$ cat src/rtl/seq_pattern_tx.sv
// Serial bit-pattern transmitter: shifts a latched pattern out MSB-first,
// back-to-back for a programmable number of repetitions.
module seq_pattern_tx #(
    parameter int PAT_W = 4,
    parameter int CNT_W = 4
) (
    input  logic             clk,
    input  logic             rst,
    input  logic             start,
    input  logic             abort,
    input  logic [PAT_W-1:0] pattern,
    input  logic [CNT_W-1:0] repeat_cnt,
    output logic             o,
    output logic             o_valid,
    output logic             busy,
    output logic             done
);

    localparam int BIT_W = (PAT_W > 1) ? $clog2(PAT_W) : 1;
    localparam logic [BIT_W-1:0] LAST_BIT = BIT_W'(PAT_W - 1);

    typedef enum logic [1:0] {
        IDLE  = 2'd0,
        SHIFT = 2'd1,
        DONE  = 2'd2
    } state_t;

    state_t           r_state;
    logic [PAT_W-1:0] r_shreg;
    logic [PAT_W-1:0] r_pat;
    logic [BIT_W-1:0] r_bitcnt;
    logic [CNT_W-1:0] r_rem;

    logic             w_lastBit;
    logic             w_lastRep;

    assign w_lastBit = (r_bitcnt == LAST_BIT);
    // rem is never zero while shifting, so "not one" means more repetitions remain
    assign w_lastRep = (r_rem == CNT_W'(1));

    always_ff @(posedge clk or posedge rst) begin
        if (rst) begin
            r_state  <= IDLE;
            r_shreg  <= '0;
            r_pat    <= '0;
            r_bitcnt <= '0;
            r_rem    <= '0;
        end else begin
            case (r_state)
                IDLE: begin
                    if (start) begin
                        if (repeat_cnt != '0) begin
                            r_pat    <= pattern;
                            r_shreg  <= pattern;
                            r_rem    <= repeat_cnt;
                            r_bitcnt <= '0;
                            r_state  <= SHIFT;
                        end else begin
                            r_state  <= DONE;
                        end
                    end
                end
                SHIFT: begin
                    if (abort) begin
                        r_state  <= IDLE;
                        r_bitcnt <= '0;
                        r_rem    <= '0;
                    end else if (w_lastBit && !w_lastRep) begin
                        r_shreg  <= r_pat;
                        r_bitcnt <= '0;
                        r_rem    <= r_rem - CNT_W'(1);
                    end else if (w_lastBit) begin
                        r_shreg  <= {r_shreg[PAT_W-2:0], 1'b0};
                        r_bitcnt <= '0;
                        r_rem    <= '0;
                        r_state  <= DONE;
                    end else begin
                        r_shreg  <= {r_shreg[PAT_W-2:0], 1'b0};
                        r_bitcnt <= r_bitcnt + BIT_W'(1);
                    end
                end
                DONE: begin
                    r_state <= IDLE;
                end
                default: begin
                    r_state <= IDLE;
                end
            endcase
        end
    end

    // Moore outputs, decoded purely from registered state so reset clears them at once
    assign o_valid = (r_state == SHIFT);
    assign o       = r_shreg[PAT_W-1] & o_valid;
    assign busy    = (r_state != IDLE);
    assign done    = (r_state == DONE);

endmodule

$ cat config.mk
export PLATFORM = sky130hd
export DESIGN_NAME = seq_pattern_tx
export DESIGN_NICKNAME = d
export VERILOG_FILES = /design/src/rtl/seq_pattern_tx.sv
export SDC_FILE = /design/constraint.sdc
export NUM_CORES = 1
export LEC_CHECK = 0
export CORE_MARGIN = 3
export CORE_UTILIZATION = 40
export DETAILED_ROUTE_END_ITERATION = 7
export GPL_ROUTABILITY_DRIVEN = 0
export GPL_TIMING_DRIVEN = 1
export HOLD_SLACK_MARGIN = 0.02
export SLEW_MARGIN = 20
export SYNTH_ARGS = -nofsm -noshare
export SYNTH_HDL_FRONTEND = slang
export SYNTH_SLANG_ARGS = --single-unit
$ cat constraint.sdc
create_clock -name clk -period 1.9 [get_ports clk]
set_clock_uncertainty 0.05 [all_clocks]
set_input_delay 0.38 -clock clk [delete_from_list [all_inputs] [get_ports clk]]
set_output_delay 0.38 -clock clk [all_outputs]
set_load 0.02 [all_outputs]
== After elaboration in Yosys (flattened, before gate mapping) ==
Cells that the tools add are included.
Word-level totals
  output and inout port bits: 4
  flip-flop bits (word level): 16
  word-level logic and storage cells: 52
Operators by class
  multiplexer cells: 23
  equal/unequal tests: 10
  $add $sub $neg: 2
  bitwise logic cells: 1
  reductions and logical operators: 11
Operators by type and width (number)
  4-bit 2-to-1 mux: 9
  2-bit 2-to-1 mux: 10
  4-bit one-hot mux with 2 select lines: 2
  3-bit AND reduction: 3
  2-bit one-hot mux with 2 select lines: 2
  4-bit AND reduction: 2
  2-bit != test (second input constant): 3
  2-bit == test (second input constant): 2
  4-bit by 1-bit == test with 1-bit output (second input constant): 1
  4-bit by 2-bit != test with 1-bit output (second input constant): 1
  2-bit nonzero test: 2
  4-bit nonzero test: 1
  4-bit by 1-bit subtractor with 4-bit output (second input constant): 1
  3-bit by 2-bit != test with 1-bit output (second input constant): 1
  3-bit != test (second input constant): 1
  2-bit by 1-bit adder with 2-bit output (second input constant): 1
  2-bit by 1-bit == test with 1-bit output (second input constant): 1
  2-bit logical NOT: 1
  1-bit bitwise AND: 1
  1-bit logical AND: 1
  1-bit logical NOT: 1

== Logic depth before layout (Yosys ltp) ==
Gate-level depths: netlist (run 1).
  depth in word-level cells: 6
  gate-level depth with buffers: 6
  depth with buffers taken out: 6

== Least setup slack after synthesis (run 1) ==
Ideal clock, no wire load.
  kind: register to register
  start: reg r_rem[1]
  end: reg r_shreg[1]
  setup slack: 0.341 ns
  arrival: 1.377 ns
  setup time: 0.131 ns
  cell stages (with the launch flop): 7
  required time: 1.719 ns
  cell sequence: dfrtp_1 > inv_1 > ha_1 > or3b_1 > nand2_1 > mux2i_1 > o211ai_1
On the way
  longest elaborated chain between the ends: 6
Ends and longest elaborated chain
  start: declaration: RTL line 32  | logic [CNT_W-1:0] r_rem;
  start signal: assignment: RTL line 55  | r_rem <= repeat_cnt;
  start signal: assignment: RTL line 71  | r_rem <= r_rem - CNT_W'(1);
  4-bit by 1-bit == test with 1-bit output: RTL line 39  | assign w_lastRep = (r_rem == CNT_W'(1));
  1-bit logical NOT: RTL line 68  | end else if (w_lastBit && !w_lastRep) begin
  1-bit logical AND: RTL line 68
  4-bit 2-to-1 mux: RTL line 68
  4-bit 2-to-1 mux: RTL line 64  | if (abort) begin
  4-bit one-hot mux with 2 select lines: RTL line 49  | case (r_state)
  end signal: assignment: RTL line 54  | r_shreg <= pattern;
  end signal: assignment: RTL line 69  | r_shreg <= r_pat;
  end signal: assignment: RTL line 73  | r_shreg <= {r_shreg[PAT_W-2:0], 1'b0};
  end: declaration: RTL line 29  | logic [PAT_W-1:0] r_shreg;
Every way passes these cells. The select of a mux whose other input is x is not followed.
A chain may end at the register's enable or synchronous reset.

== Worst setup path after layout (run 1) ==
  start: reg r_state[1]
  end: out busy
On the way
  longest elaborated chain between the ends: 1
Ends and longest elaborated chain
  start: declaration: RTL line 28  | state_t r_state;
  start signal: assignment: RTL line 43  | r_state <= IDLE;
  start signal: assignment: RTL line 57  | r_state <= SHIFT;
  start signal: assignment: RTL line 59  | r_state <= DONE;
  2-bit nonzero test: RTL line 95  | assign busy = (r_state != IDLE);
  end: declaration: RTL line 15  | output logic busy,
Every way passes these cells.

==> results of run 1 <==
-- power breakdown --
part	internal, W	switching (W)
logic	0.000215	0.000205
registers	0.000437	0.0000638
clock network	0.000117	0.000108
total	0.000769	0.000376
-- tightest hold or removal path, stage by stage --
cell	delay [ps]
clkdlybuf4s50_1	400
inv_1	50
buf_4	220
-- registers in the layout, summed over array words and instances (netlist names) --
| name | cells |
|---|---|
| r_pat | 4 |
| r_rem | 4 |
| r_shreg | 4 |
| r_bitcnt | 2 |
| r_state | 2 |
-- worst max path at each step --
stage                       start         end  slack, ps  cells past startpoint
finish                 r_state[1]        busy        120                      4
global placement    repeat_cnt[1]    r_pat[0]       -110                      4
global route           r_state[1]           o         20                      4
floorplan                r_rem[1]  r_shreg[1]        340                      6
CTS                    r_state[1]        busy         60                      4
detailed placement  repeat_cnt[1]    r_pat[0]       -140                      4
-- cells by family (layout without fill, tap and decap cells) --
family | Yosys count | in the layout | synth area share
compound gates | 27 | 27 | 0.221
mux | 4 | 4 | 0.0501
simple gates | 31 | 31 | 0.169
buf+inv | 12 | 40 | 0.0585
fa+ha+maj | 4 | 4 | 0.0557
flops | 16 | 16 | 0.446
-- metal layers --
metal  track usage  part of all wire  routed length [µm]  vias up
met4        0.0383            0.0054                  10        0
met5             0                 0                   0        -
met1         0.193              0.46                 862      355
met3        0.0507             0.056                 105        2
li1              -                 -                   -      387
met2         0.280              0.48                 891       14
-- area by class of cell --
| class | count | area share |
|---|---|---|
| clock buffers | 4 | 0.0307 |
| flip-flops and latches | 16 | 0.340 |
| repair buffers | 25 | 0.187 |
| inverters | 11 | 0.0349 |
| multi-input cells | 66 | 0.379 |
| well taps | 27 | 0.0286 |
-- through the flow --
step | cell area (µm²) | setup TNS (ps) | total power (W) | cells | utilization
final | 1180 | 0 | 0.00115 | 149 | 0.579
after global placement | 1150 | -306 | 0.000929 | 145 | 0.561
after floorplan | 898 | 0 | 0.000773 | 94 | -
after detailed placement | 1150 | -592 | 0.000940 | 145 | 0.561
after CTS | 1180 | 0 | 0.00116 | 149 | 0.577
after global routing | 1180 | 0 | 0.00124 | 149 | 0.579
-- cell usage in the layout, fill, tap and decap left out, drive strengths merged, types with 2 or more instances in the layout --
master,n
a2bb2oi,3
mux2i,3
dlygate4sd2,3
a22o,2
inv,11
nand2b,3
o21ai,9
clkbuf,4
a21oi,5
ha,4
dfrtp,16
nand2,13
and2,2
buf,10
o211ai,3
clkdlybuf4s50,11
nand3,3
nor2,4
-- repair_timing --
action	CTS	global route
hold buffers	0	0
gates resized for setup	4	3
pin swaps	0	0
setup endpoints to repair	4	2
==> metrics.md, run 1 <==
| Metric | Value |
|---|---|
| Hold_ws | between 300 and 400 ps |
| CTS H-tree depth | 1 |
| Clock-pin slew on the worst setup and hold paths | approximately 100 ps |
| Synth cell types | 27 |
| Post-synthesis cell count | 94 |
| Ys Warns | 0 |
| TritonCTS Buffers | 3 |
| R2R cell count | 6 |
| Yosys top cell area share | 0.446 |
| Core area | roughly 2000 µm² |
| Setup violators final | 0 |
| Clk_lat worst skew | 290 ps |
| CP Buf/Inv Count | 3 |
| Family with the most delay on the worst path | buffers and inverters |
| Footprint of the multi-input gates | ~450 µm² |
| Max incr delay on CP | 390 ps |
| Via count | 758 |
| Ant. Diodes | 0 |
| Critical Path AT | ~1400 ps |
| Synth Net Count | 110 |
| Largest net degree at the start of global routing | 17 |
| Worst-Margin Slew | between 300 and 400 ps |
| HPWL Detailed | 1.47 mm |
| Synth area leaders | dfrtp_1 45%, ha_1 5.6%, nand2_1 5.4% |
| EDFF count, synth | 0 |
| CP Launch Type | flop |
| Hold WC Path Type | input pin to asynchronous set/reset pin |
| Reg-to-reg slack, setup | approximately 130 ps |
| WP data required | 1470 ps |
| Element type at the critical path end | primary output |
| Cell with the most instances after synthesis | dfrtp_1 |
| Clock root cell | clkbuf_4 |
| WL/cell | 12.5 µm |
| Worst vdd ir | between 700 and 800 µV |
| Reg2Reg Launch Point | r_rem[1] |
| Post-place setup slack | -138 ps |
| Post-synthesis sequential area ratio | 0.446 |
| Post-synth ARST share | 1.00 |
| Max_cap viols | 0 |
| Die W | around 53 µm |
| Die Span Y | 53.4 µm |
| Postcts setup bufs | 0 |
| Synth area leader | dfrtp_1 |
| Worst slew margin | 0.792 |
| Top FF cell, synth | dfrtp_1 |
| Mean post-synth cell area | ~9.6 µm² |
| Status | completed |
| Final WS setup | between 100 and 150 ps |
| Crit-path cells | buf_4 -> nor2_2 -> inv_1 -> dlygate4sd2_1 |
| Pre-Repair DR Iteration Count | 4 |
| Vias in the first global route | between 700 and 800 |
| F_max | roughly 560 MHz |
| Crit path time final | around 1800 ps |
| Crit Path Class | flop to primary output |
| Initial core utilization | 0.440 |
| PwrDens | 969 nW/µm² |
| Maximum fanout along the worst path | 5 |
| #FFs+latches synth | 16 |
| Slowest CP cell | dfrtp_1 |
| GRT Total Usage | 0.162 |
| Reg2reg end | r_shreg[2] |
| Rows | 16 |
| Drt via density | approximately 5.1 |
| Layout cell share with drive strength beyond 1 | 0.148 |
| Port Buffers | 15 |
| Num ports | 16 |
| DRC Markers | 0 |
| Clock tree sinks | 16 |
| Nets@finish | between 100 and 150 |
| Pleak | ~0.57 nW |
| Synthesized cell area | around 900 µm² |
| Die ar. | 2850 µm² |
| Initial DRC Count | 14 |
| Clock buffer depth | 2 |
| TritonCTS clock tree | yes |
| Total gr overflow | 0 |
| Routed wire length | 1.87 mm |
| Number of routed nets with antenna violations | 0 |
| RSZ-0062 raised after global routing | false |
| Initial antenna violation count | 0 |
| Max-slew violations | 0 |
| Reg area | around 400 µm² |
| Synth-to-layout area growth | 31.6% |
| First-pass GRT wire length | 3.38 mm |
| Final Hold Fails | 0 |
| Commonest cells in the netlist | 16 x dfrtp_1, 13 x nand2_1, 11 x inv_1, 9 x o21ai_0, 5 x a21oi_1 |
| Part of the cycle the worst path needs | 0.938 |
| Filler Cells Inserted | a little under 200 |
No activity file was read; power rests on OpenSTA's default activity.
==> run 2: changes to the inputs <==
CAP_MARGIN = 15   (was default)
CORE_ASPECT_RATIO = 0.75   (was default)
RECOVER_POWER = 25   (was default)
==> metrics.md, run 2 (synthesis results as in run 1) <==
| Metric | Value |
|---|---|
| Pleak | 0.578 nW (+1.8%) |
| Critical Path AT | 1360 ps (about the same) |
| Hold_buf cts | 0 (unchanged) |
| Hold_ws | 460 ps (+122 ps) |
| Port Buffers | 15 (unchanged) |
| Clk_lat worst skew | 290 ps (about the same) |
| Slowest CP cell | dfrtp_1 |
| Worst hold path depth | 2 |
| Fin area | 1190 µm² (+0.42%) |
| Reg-to-reg slack, setup | 150 ps (+20 ps) |
| RSZ-0062 raised after global routing | false |
| Part of the cycle the worst path needs | 0.942 (+0.00393) |
| Setup violators final | 0 (unchanged) |
| Max_cap viols | 0 (unchanged) |
| Crit path time final | 1790 ps (+7.46 ps) |
| Initial core utilization | 0.435 (-0.00533) |
| Initial antenna violation count | 0 (unchanged) |
| Die W | 60.7 µm (+14%) |
| Placed cell area | 1160 µm² (+0.98%) |
| Reg2Reg Launch Point | r_rem[1] |
| R2R cell count | 6 (unchanged) |
| Worst hold endpoint | r_shreg[3] |
| Largest regs | r_pat (4), r_rem (4), r_shreg (4) |
| Most common cell after layout, fill and taps aside | dfrtp_1 |
| Clock-pin slew on the worst setup and hold paths | 100 ps (about the same) |
| First-pass GRT wire length | 3.41 mm (+0.80%) |
| Crit Path Class | flop to primary output |
| Worst slew margin | 0.390 (-0.401) |
| DRC Markers | 0 (unchanged) |
| Maximum fanout along the worst path | 3 (-2) |
| Core area | 2070 µm² (+1.2%) |
| F_max | 559 MHz (-0.42%) |
| Postcts setup bufs | 0 (unchanged) |
| Clock root cell | clkbuf_4 |
| Hold path startpoint | r_shreg[3] |
| Worst vdd ir | 594 µV (-17%) |
| Pre-Repair DR Iteration Count | 5 (+1) |
| CP Launch Type | flop |
| Hold WC Path Type | flop to flop |
| Layout cell share with drive strength beyond 1 | 0.145 (-0.00238) |
| Vias in the first global route | 727 (-8.4%) |
| HPWL Detailed | 1.64 mm (+12%) |
| Via count | 783 (+3.3%) |
| Family with the most delay on the worst path | buffers and inverters |
| Clock buffer depth | 2 (unchanged) |
| WL/cell | 14.3 µm (+14%) |
| Routed wire length | 2.12 mm (+13%) |
| TritonCTS Buffers | 3 (unchanged) |
| CP Buf/Inv Count | 2 (-1) |
| Total gr overflow | 0 (unchanged) |
| Final Hold Fails | 0 (unchanged) |
| Commonest non-fill, non-tap cells in the layout | 16 x dfrtp_1, 13 x nand2_1, 11 x inv_1, 11 x buf_4, 10 x clkdlybuf4s50_1 |
| GRT Total Usage | 0.165 (+0.00326) |
| Nets@finish | 141 (+1.4%) |
| Die ar. | 2860 µm² (+0.20%) |
| Ant. Diodes | 0 (unchanged) |
| Reg2reg end | r_shreg[3] |
| Initial DRC Count | 20 (+6) |
| Max-slew violations | 0 (unchanged) |
| Rows | 14 (-2) |
| Number of routed nets with antenna violations | 0 (unchanged) |
| Num ports | 16 (unchanged) |
| PwrDens | 982 nW/µm² (+1.4%) |
| Max incr delay on CP | 390 ps (about the same) |
| Drt via density | 5.29 (+4.0%) |
| Synth-to-layout area growth | 32.2% |
| Element type at the critical path end | primary output |
| Worst-Margin Slew | 915 ps (+602 ps) |
| CTS H-tree depth | 1 (unchanged) |
| WP data required | 1470 ps (about the same) |
| Crit-path cells | nand2b_1 -> inv_1 -> and2_1 -> dlygate4sd2_1 |
| Die Span Y | 47.0 µm (-12%) |
| Clock tree sinks | 16 (unchanged) |
| Largest net degree at the start of global routing | 17 (unchanged) |
| Total chip power | 0.00117 W (+1.8%) |
| TritonCTS clock tree | yes |
| Status | completed |
run 2: changes by cell type in the layout (fill, tap and decap cells not counted):
cell	previous run	this run
clkdlybuf4s15_1	1	0
buf_4	10	11
clkbuf_1	0	1
clkdlybuf4s50_1	11	10
dlygate4sd3_1	0	1
dlygate4sd2_1	3	4
dfrtp_1	15	16
dfrtp_2	1	0
run 2: worst max path at each step:
stage | cells past startpoint | end | startpoint
after floorplan | 6 | r_shreg[1] | r_rem[1]
after CTS | 4 | busy | r_state[1]
final | 4 | o | r_state[1]
after detailed placement | 4 | r_pat[0] | repeat_cnt[1]
after global placement | 4 | r_pat[0] | repeat_cnt[1]
after global routing | 4 | o | r_state[1]
run 2: worst min-delay path, delay by kind of cell (launching register included):
kind	cells	cell delay [ps]
compound gates	1	80
flops	1	350
simple gates	1	50
run 2: power breakdown:
group | internal (W) | total (W) | switching, W
Combinational | 0.000220 | 0.000431 | 0.000211
Clock | 0.000117 | 0.000229 | 0.000112
Sequential | 0.000436 | 0.000506 | 0.0000695
run 2: routing by layer:
layer	wire [µm]	part of all wire	track usage	vias to the layer above
met3	154	0.073	0.0577	0
met2	929	0.44	0.241	21
met1	1030	0.49	0.245	374
met4	0	0	0.0130	0
li1	-	-	-	388
met5	0	0	0	-
run 2: stage by stage:
| stage | worst slack [ps] | cells | setup TNS [ps] | util |
|---|---|---|---|---|
| 3_5_place_dp | -126 | 144 | -684 | 0.560 |
| 3_3_place_gp | -90.5 | 144 | -366 | 0.560 |
| 5_1_grt | 0.976 | 148 | 0 | 0.574 |
| 4_1_cts | 93.4 | 148 | 0 | 0.575 |
| 2_1_floorplan | 341 | 94 | 0 | - |
| 6_report | 111 | 148 | 0 | 0.574 |
run 2: layout make-up:
cell class | count | area, µm²
multi-input cells | 66 | 448
inverters | 11 | 41.3
repair buffers | 27 | 231
clock buffers | 4 | 36.3
flip-flops and latches | 16 | 400
fillers | 206 | 880
well taps | 24 | 30.0
run 2: what timing repair did:
action	CTS	global route
setup endpoints to repair	4	1
pin swaps	0	0
gates cloned	0	0
hold endpoints to repair	0	0
gates resized for setup	4	1
==> run 3: changes to the inputs <==
--- a/config.mk
+++ b/config.mk
@@ -15,4 +15,5 @@
 export HOLD_SLACK_MARGIN = 0.02
 export RECOVER_POWER = 25
+export SKIP_CTS_REPAIR_TIMING = 1
 export SLEW_MARGIN = 20
 export SYNTH_ARGS = -nofsm -noshare
--- a/constraint.sdc
+++ b/constraint.sdc
@@ -3,3 +3,3 @@
 set_input_delay 0.38 -clock clk [delete_from_list [all_inputs] [get_ports clk]]
 set_output_delay 0.38 -clock clk [all_outputs]
-set_load 0.02 [all_outputs]
+set_load 0.1 [all_outputs]
==> metrics.md, run 3 (synthesis results as in run 1) <==
| Metric | Value |
|---|---|
| Status | completed |
| Number of routed nets with antenna violations | 0 (unchanged) |
| Most common cell after layout, fill and taps aside | dfrtp_1 |
| GRT Total Usage | 0.164 (-0.00126) |
| Filler Cells Inserted | 187 (-9.2%) |
| Hold WC Path Type | flop to flop |
| Reg2Reg Launch Point | r_rem[1] |
| Critical Path AT | 1360 ps (about the same) |
| Element type at the critical path end | primary output |
| Hold path startpoint | r_state[1] |
| Synth-to-layout area growth | 36.4% |
| Largest net degree at the start of global routing | 17 (unchanged) |
| Worst vdd ir | 533 µV (-10%) |
| Die W | 60.7 µm (unchanged) |
| CP Launch Type | flop |
| WL/cell | 13.5 µm (-5.6%) |
| Port Buffers | 15 (unchanged) |
| Clock-pin slew on the worst setup and hold paths | 90 ps (about the same) |
| RSZ-0062 raised after global routing | false |
| Initial core utilization | 0.435 (unchanged) |
| Clock buffer depth | 2 (unchanged) |
| PwrDens | 1060 nW/µm² (+8.0%) |
| Pre-Repair DR Iteration Count | 4 (-1) |
| Largest regs | r_pat (4), r_rem (4), r_shreg (4) |
| Routed wire length | 1.96 mm (-7.5%) |
| Total chip power | 0.00130 W (+11%) |
| Num ports | 16 (unchanged) |
| Worst hold path depth | 1 (-1) |
| Drt via density | 5.14 (-2.9%) |
| Via count | 745 (-4.9%) |
| Initial antenna violation count | 0 (unchanged) |
| CTS H-tree depth | 1 (unchanged) |
| Part of the cycle the worst path needs | 0.944 (+0.00209) |
| Maximum fanout along the worst path | 8 (+5) |
| Crit path time final | 1790 ps (+3.98 ps) |
| Final Non-Filler Cells | 145 (-2.0%) |
| Worst hold endpoint | r_state[1] |
| Core area | 2070 µm² (unchanged) |
| WP data required | 1470 ps (about the same) |
| HPWL Detailed | 1.55 mm (-5.7%) |
| Rows | 14 (unchanged) |
| Die Span Y | 47.0 µm (unchanged) |
| Cell total after placement | 141 (-2.1%) |
| Setup violators final | 0 (unchanged) |
| F_max | 558 MHz (-0.22%) |
| Initial DRC Count | 30 (+50%) |
| Layout cell share with drive strength beyond 1 | 0.198 (+0.0532) |
| Worst-Margin Slew | 886 ps (-28.4 ps) |
| DRC Markers | 0 (unchanged) |
| Commonest non-fill, non-tap cells in the layout | 14 x dfrtp_1, 13 x nand2_1, 10 x inv_1, 10 x clkdlybuf4s50_1, 9 x o21ai_0 |
| Ant. Diodes | 0 (unchanged) |
| Clock root cell | clkbuf_4 |
| Setup_tns | 0 ps (unchanged) |
| Clock tree sinks | 16 (unchanged) |
| Post-Route Utilization | 0.593 (+0.0182) |
| Vias in the first global route | 737 (+1.4%) |
| Footprint of the multi-input gates | 457 µm² (+2.0%) |
| Pleak | 0.564 nW (-2.5%) |
| Reg2reg end | r_shreg[2] |
| Reg-to-reg slack, setup | 150 ps (about the same) |
| Total gr overflow | 0 (unchanged) |
| First-pass GRT wire length | 3.44 mm (+1.0%) |
| R2R cell count | 6 (unchanged) |
| Die ar. | 2860 µm² (unchanged) |
| Crit Path Class | flop to primary output |
| TritonCTS Buffers | 3 (unchanged) |
| Max_cap viols | 0 (unchanged) |
| Reg area | 403 µm² (+0.62%) |
| Nets@finish | 138 (-2.1%) |
| Clk_lat worst skew | 280 ps (about the same) |
| Worst slew margin | 0.409 (+0.0189) |
| Max-slew violations | 0 (unchanged) |
| Final Hold Fails | 0 (unchanged) |
| TritonCTS clock tree | yes |
[run 3: how the worst max path moves through the flow]
stage / startpoint / end / slack [ps] / cells after the start
2_1_floorplan: r_state[0] / o / -220 / 3
3_3_place_gp: repeat_cnt[1] / r_pat[0] / -140 / 4
3_5_place_dp: repeat_cnt[2] / r_rem[3] / -150 / 6
4_1_cts: r_state[0] / o / -9 / 4
5_1_grt: r_state[0] / o / 30 / 4
6_report: r_state[0] / o / 110 / 4
[run 3: layout make-up]
| type | instances | share of cell area |
|---|---|---|
| Sequential cell | 16 | 0.329 |
| Timing Repair Buffer | 24 | 0.207 |
| Clock buffer | 4 | 0.0296 |
| Tap cell | 24 | 0.0245 |
| Inverter | 11 | 0.0368 |
| Multi-Input combinational cell | 66 | 0.373 |
[run 3: report_power, final]
part | internal [W] | total [W] | leakage, nW | switching, W
logic | 0.000256 | 0.000561 | 0.345 | 0.000305
registers | 0.000437 | 0.000511 | 0.198 | 0.0000743
clock network | 0.000117 | 0.000227 | 0.0210 | 0.000110
[run 3: worst max-delay path, cell delays in order, from the launching register on]
cell        delay, ps
dfrtp_2           480
nand2b_4          110
clkinvlp_4        110
and2_2            220
buf_12            160
[run 3: layer usage]
| layer | vias up | share of wire | global-route usage |
|---|---|---|---|
| met5 | - | 0 | 0 |
| met4 | 0 | 0 | 0.0130 |
| met3 | 0 | 0.060 | 0.0495 |
| met2 | 18 | 0.43 | 0.252 |
| met1 | 343 | 0.51 | 0.238 |
| li1 | 384 | - | - |
[run 3: per-stage QoR]
stage	setup WS, ps	hold WS [ps]	instance area [µm²]
3_3_place_gp	-145	442	1180
4_1_cts	-8.75	347	1220
5_1_grt	26.1	496	1220
3_5_place_dp	-153	450	1180
6_report	107	458	1220
2_1_floorplan	-218	244	906
